<file path="config.mk">
export PLATFORM = sky130hd
export DESIGN_NAME = mem_access_ctrl
export DESIGN_NICKNAME = d
export VERILOG_FILES = /design/src/rtl/mem_access_ctrl.sv
export SDC_FILE = /design/constraint.sdc
export NUM_CORES = 1
export LEC_CHECK = 0
export CORE_MARGIN = 2
export CORE_UTILIZATION = 46
export CTS_BUF_LIST = sky130_fd_sc_hd__clkbuf_4 sky130_fd_sc_hd__clkbuf_8
export DETAILED_ROUTE_END_ITERATION = 8
export GPL_TIMING_DRIVEN = 1
export PLACE_DENSITY = 0.88
export SYNTH_ARGS = -nofsm -noshare
export SYNTH_HDL_FRONTEND = slang
export SYNTH_SLANG_ARGS = --single-unit
export TNS_END_PERCENT = 5
</file>
<file path="constraint.sdc">
create_clock -name clock -period 4.35 [get_ports clock]
set_clock_uncertainty 0.15 [all_clocks]
set_input_delay 0.87 -clock clock [delete_from_list [all_inputs] [get_ports clock]]
set_output_delay 0.87 -clock clock [all_outputs]
set_load 0.005 [all_outputs]
</file>
<file path="src/rtl/mem_access_ctrl.sv">
// Memory access sequencer between the control unit and RAM: minimum wait-state strobe,
// ready handshake, read-data capture and a one-cycle MDR load. Optional stall abort: MEM_TIMEOUT_EN.
module mem_access_ctrl #(
  parameter int unsigned ADDR_W      = 9,
  parameter int unsigned WAIT_CYCLES = 2,
  parameter int unsigned TIMEOUT     = 16
) (
  input  logic              clock,
  input  logic              reset,
  input  logic              req_read,
  input  logic              req_write,
  input  logic [ADDR_W-1:0] addr,
  input  logic [31:0]       wdata,
  input  logic [31:0]       mem_rdata,
  input  logic              mem_ready,
  output logic [ADDR_W-1:0] mem_addr,
  output logic [31:0]       mem_wdata,
  output logic              mem_rd,
  output logic              mem_wr,
  output logic [31:0]       mdata_in,
  output logic              MDR_read,
  output logic              mdr_in,
  output logic              busy,
  output logic              done,
  output logic              err
);

  // state    | meaning
  // IDLE     | waiting for a request
  // ACCESS   | strobe raised, address/data stable
  // WAIT     | strobe held until min wait expires and mem_ready
  // CAPTURE  | read word presented to MDR, MDR loads
  // FINISH   | done pulse, back to IDLE

  if (WAIT_CYCLES > 15 || TIMEOUT == 0) begin : g_param_check
    $error("mem_access_ctrl: WAIT_CYCLES must be 0..15 and TIMEOUT nonzero");
  end

  typedef enum logic [2:0] {
    S_IDLE,
    S_ACCESS,
    S_WAIT,
    S_CAPTURE,
    S_FINISH
  } state_t;

  state_t            r_state;
  state_t            w_next;
  logic              r_op_rd;
  logic [3:0]        r_cnt;
  logic [ADDR_W-1:0] r_addr;
  logic [31:0]       r_wdata;
  logic [31:0]       r_rdata;
  logic              r_err;
  logic              w_min_done;
  logic              w_complete;
  logic              w_timeout;
  logic              w_strobe;

  assign w_min_done = (r_cnt == 4'd0);
  assign w_complete = (r_state == S_WAIT) && w_min_done && mem_ready;

  // The counter is loaded on acceptance and already counts during ACCESS, so the
  // strobe is held WAIT_CYCLES+1 cycles minimum and WAIT_CYCLES=0 samples ready at once.
  always_ff @(posedge clock or negedge reset) begin
    if (!reset) begin
      r_state <= S_IDLE;
      r_op_rd <= 1'b0;
      r_cnt   <= 4'd0;
      r_addr  <= '0;
      r_wdata <= '0;
      r_rdata <= '0;
    end else begin
      r_state <= w_next;
      case (r_state)
        S_IDLE: begin
          if (req_read) begin
            r_addr  <= addr;
            r_op_rd <= 1'b1;
            r_cnt   <= 4'(WAIT_CYCLES);
          end else if (req_write) begin
            r_addr  <= addr;
            r_wdata <= wdata;
            r_op_rd <= 1'b0;
            r_cnt   <= 4'(WAIT_CYCLES);
          end
        end
        S_ACCESS, S_WAIT: begin
          if (!w_min_done) r_cnt <= r_cnt - 4'd1;
        end
        default: ;
      endcase
      if (w_complete && r_op_rd) r_rdata <= mem_rdata;
    end
  end

`ifdef MEM_TIMEOUT_EN
  localparam int unsigned TO_W = $clog2(TIMEOUT + 1);
  logic [TO_W-1:0] r_to;

  assign w_timeout = (r_state == S_WAIT) && w_min_done && !mem_ready
                     && (r_to == TO_W'(TIMEOUT));

  always_ff @(posedge clock or negedge reset) begin
    if (!reset) begin
      r_to  <= '0;
      r_err <= 1'b0;
    end else begin
      if (r_state != S_WAIT) r_to <= '0;
      else if (w_min_done && !mem_ready && !w_timeout) r_to <= r_to + 1'b1;
      if (w_timeout) r_err <= 1'b1;
    end
  end
`else
  assign w_timeout = 1'b0;
  assign r_err     = 1'b0;
`endif

  always_comb begin
    w_next   = r_state;
    w_strobe = 1'b0;
    MDR_read = 1'b0;
    mdr_in   = 1'b0;
    done     = 1'b0;
    busy     = 1'b1;
    case (r_state)
      S_IDLE: begin
        busy = 1'b0;
        if (req_read || req_write) w_next = S_ACCESS;
      end
      S_ACCESS: begin
        w_strobe = 1'b1;
        w_next   = S_WAIT;
      end
      S_WAIT: begin
        w_strobe = 1'b1;
        if (w_complete) w_next = r_op_rd ? S_CAPTURE : S_FINISH;
        else if (w_timeout) w_next = S_FINISH;
      end
      S_CAPTURE: begin
        MDR_read = 1'b1;
        mdr_in   = 1'b1;
        w_next   = S_FINISH;
      end
      S_FINISH: begin
        done   = 1'b1;
        w_next = S_IDLE;
      end
      default: w_next = S_IDLE;
    endcase
  end

  assign mem_rd    = w_strobe && r_op_rd;
  assign mem_wr    = w_strobe && !r_op_rd;
  assign mem_addr  = r_addr;
  assign mem_wdata = r_wdata;
  assign mdata_in  = r_rdata;
  assign err       = r_err;

endmodule

</file>
==> summary.md <==
| Metric | Value |
|---|---|
| Worst min path class | reg -> reg |
| Final Instance Area | between 5000 and 6000 um^2 |
| WP depth | 3 |
| # Post-CTS Setup Buffers | 0 |
| Setup crit start kind | register |
| Most frequent cells in the layout | clkdlybuf4s50_1 (155), dfrtp_1 (81), mux2_2 (43) |
| Die W | around 90 um |
| Slew Limit Fails | 0 |
| Final worst slack | roughly 1.4 ns |
| Buf+Inv Stages, Crit Path | 2 |
| RSZ-0062 raised after global routing | false |
| Clock Tree Root | clkbuf_8 |
| Fin crit share | 0.684 |
| DRC Markers | 0 |
| Share of cells above drive strength 1 | 0.255 |
| PortBufs | approximately 160 |
| Syn_area_per_cell | between 15 and 20 um^2 |
| Drt first-iter violations | 64 |
| Worst reg-to-reg path cell count | 3 |
| Cells after DPL | roughly 460 |
| Largest cells by area after synthesis | dfrtp_1 (60%), mux2_2 (14%), mux2_4 (13%) |
| Non-filler cells, final | approximately 470 |
| Crit path max fanout | 9 |
| TritonCTS clock tree | yes |
| Routed Antenna Nets | 0 |
| Global-route wire length before repair | 10.8 mm |
| Sequential element share of the synthesized area | 0.601 |
| Routed WL | between 7 and 8 mm |
| Final hold violations | 0 |
| Worst-skew pair later-pin latency | ~0.33 ns |
| Vias per cell | around 4.8 |
| Initial antenna violation count | 0 |
| Worst hold slack | about 0.36 ns |
| # hold bufs at CTS | 0 |
| Cell count after synthesis | 212 |
| Worst path slowest cell | dfrtp_1 |
| Final setup viols | 0 |
| Top Ports | 158 |
| Mapped Area | roughly 3400 um^2 |
| Clk sinks | just over 80 |
| Status | completed |
| Nets | about 450 |
| Hold Path Stages | 1 |
| Post-Place Setup Slack | between 1 and 1.5 ns |
| Maxcap violations | 0 |
| Vias in the first global route | between 2000 and 2500 |
| DRT Pass-1 Iters | 3 |
| Critical Path RT | around 3.3 ns |
| Max Root-Sink Buffers | 2 |
| Peak supply drop | roughly 0.39 mV |
| Delay-heaviest family, CP | buffers and inverters |
| Post_cts resized | 0 |
| CTS clk-pin slew, worst paths | around 0.080 ns |
| Synth warn | 0 |
| CP cell instances | inv_1 > nor3b_1 > clkdlybuf4s50_1 |
| DIE AREA | ~8000 um^2 |
| Worst Tran Pin Value | 0.981 ns |
| Net Count, Synth | slightly below 300 |
| Die Y | 89.6 um |
| Placer Congestion | between 0.7 and 0.8 |
| Leakage | between 2 and 2.5 nW |
| TritonCTS Buffers | 9 |
| Critical path class | reg -> out |
| Crit end category | primary output |
| Largest net degree at the start of global routing | ~80 |
| Drt wl/cell | 15.0 um |
| Area grow syn2layout | 53.5% |
| Slew margin rel. | 0.346 |
| Total GRT Usage | 0.175 |
| # diodes | 0 |
| Crit path time final | roughly 3.0 ns |
| GRT overflow | 0 |
| Vias | around 2300 |
| Crit-path max cell delay | ~0.60 ns |
| Core region area | slightly above 7000 um^2 |
| F_max | roughly 340 MHz |
| Area after DPL | approximately 5000 um^2 |
| Power Dens Cells | about 670 nW/um^2 |
| Commonest non-fill, non-tap cell in the layout | clkdlybuf4s50_1 |
| Share of the synthesized area in the top cell type | 0.601 |
| Post-detail-place hpwl | a little over 5 mm |
| Setup_tns | 0 ns |
| Cell variety after synth | 31 |
| Yosys top cell by area | dfrtp_1 |
| H-tree levels | 3 |
| CP arrival | a little under 2 ns |
| Rows | 31 |
| Flops & latches, synth | 81 |
| Initial core utilization | 0.470 |
-- worst register-to-register path, cell delays in order (launching register included) --
cell      delay, ns
dfrtp_1        0.56
nor3_4         0.35
nand3b_2       0.63
mux2_2         0.54
-- metrics by stage --
step                power (mW)   util
finish                    3.48  0.721
global route              3.72  0.721
floorplan                 2.04      -
CTS                       3.53  0.721
global placement          2.91  0.693
detailed placement        2.97  0.693
-- kinds of logic (layout without fill, tap and decap cells) --
| group | after synthesis | in the layout | share of synthesized area |
|---|---|---|---|
| flip-flops | 81 | 81 | 0.601 |
| AND/OR/NAND/NOR | 22 | 22 | 0.0520 |
| XOR/XNOR | 1 | 1 | 0.00260 |
| buffers and inverters | 17 | 177 | 0.0301 |
| AO/OA/AOI/OAI | 15 | 15 | 0.0282 |
| other | 1 | 1 | 0.00111 |
| multiplexers | 73 | 73 | 0.277 |
| adder cells (fa/ha/maj) | 2 | 2 | 0.00742 |
-- cells in the mapped netlist, drive strengths merged --
cell type and number:
nor4 1, nor3 5, o41ai 1, mux2 73
o31ai 1, dfrtp 81, clkbuf 1, o21a 1
nand3b 1, o311ai 1, conb 1, ha 2
nor2 3, o21ai 3, inv 5, nor3b 5
nor4b 1, xnor2 1, buf 11, nand3 2
nand2 4, a2bb2oi 1, a31oi 1, a21o 1
a21oi 5
-- registers in the layout, summed over array words and instances (netlist names) --
register,cells
mdata_in,32
mem_addr,9
mem_wdata,32
r_cnt,4
r_op_rd,1
r_state,3
-- area by class of cell --
class / instances / area [um^2]
Clock buffer: 9 / 124
Clock inverter: 7 / 78.8
Fill cell: 482 / 2000
Inverter: 5 / 18.8
Multi-Input combinational cell: 114 / 1240
Sequential cell: 81 / 2030
Tap cell: 99 / 124
Timing Repair Buffer: 156 / 1560
-- worst paths after layout --
kind	slack (ns)	from	to
setup / recovery	1.37	r_state[0]	mdr_in
hold / removal	0.36	mem_wdata[28]	mem_wdata[28]
setup reg to reg	2.01	r_state[2]	mem_wdata[21]
hold reg to reg	0.36	mem_wdata[28]	mem_wdata[28]
max in group asynchronous	2.88	reset	mdata_in[20]
min in group asynchronous	0.54	reset	mem_wdata[4]
-- layer usage --
metal / wire length (um) / vias up / part of all wire / track usage
met3: 580 / 11 / 0.082 / 0.0494
met1: 2900 / 1094 / 0.41 / 0.220
met4: 94 / 0 / 0.013 / 0.0692
met5: 0 / - / 0 / 0
li1: - / 1057 / - / -
met2: 3490 / 98 / 0.49 / 0.287
-- power breakdown --
group	switching [mW]	internal, mW
logic	0.462	1.11
clock network	0.275	0.271
registers	0.239	1.12
(Power assumes the default switching activity.)
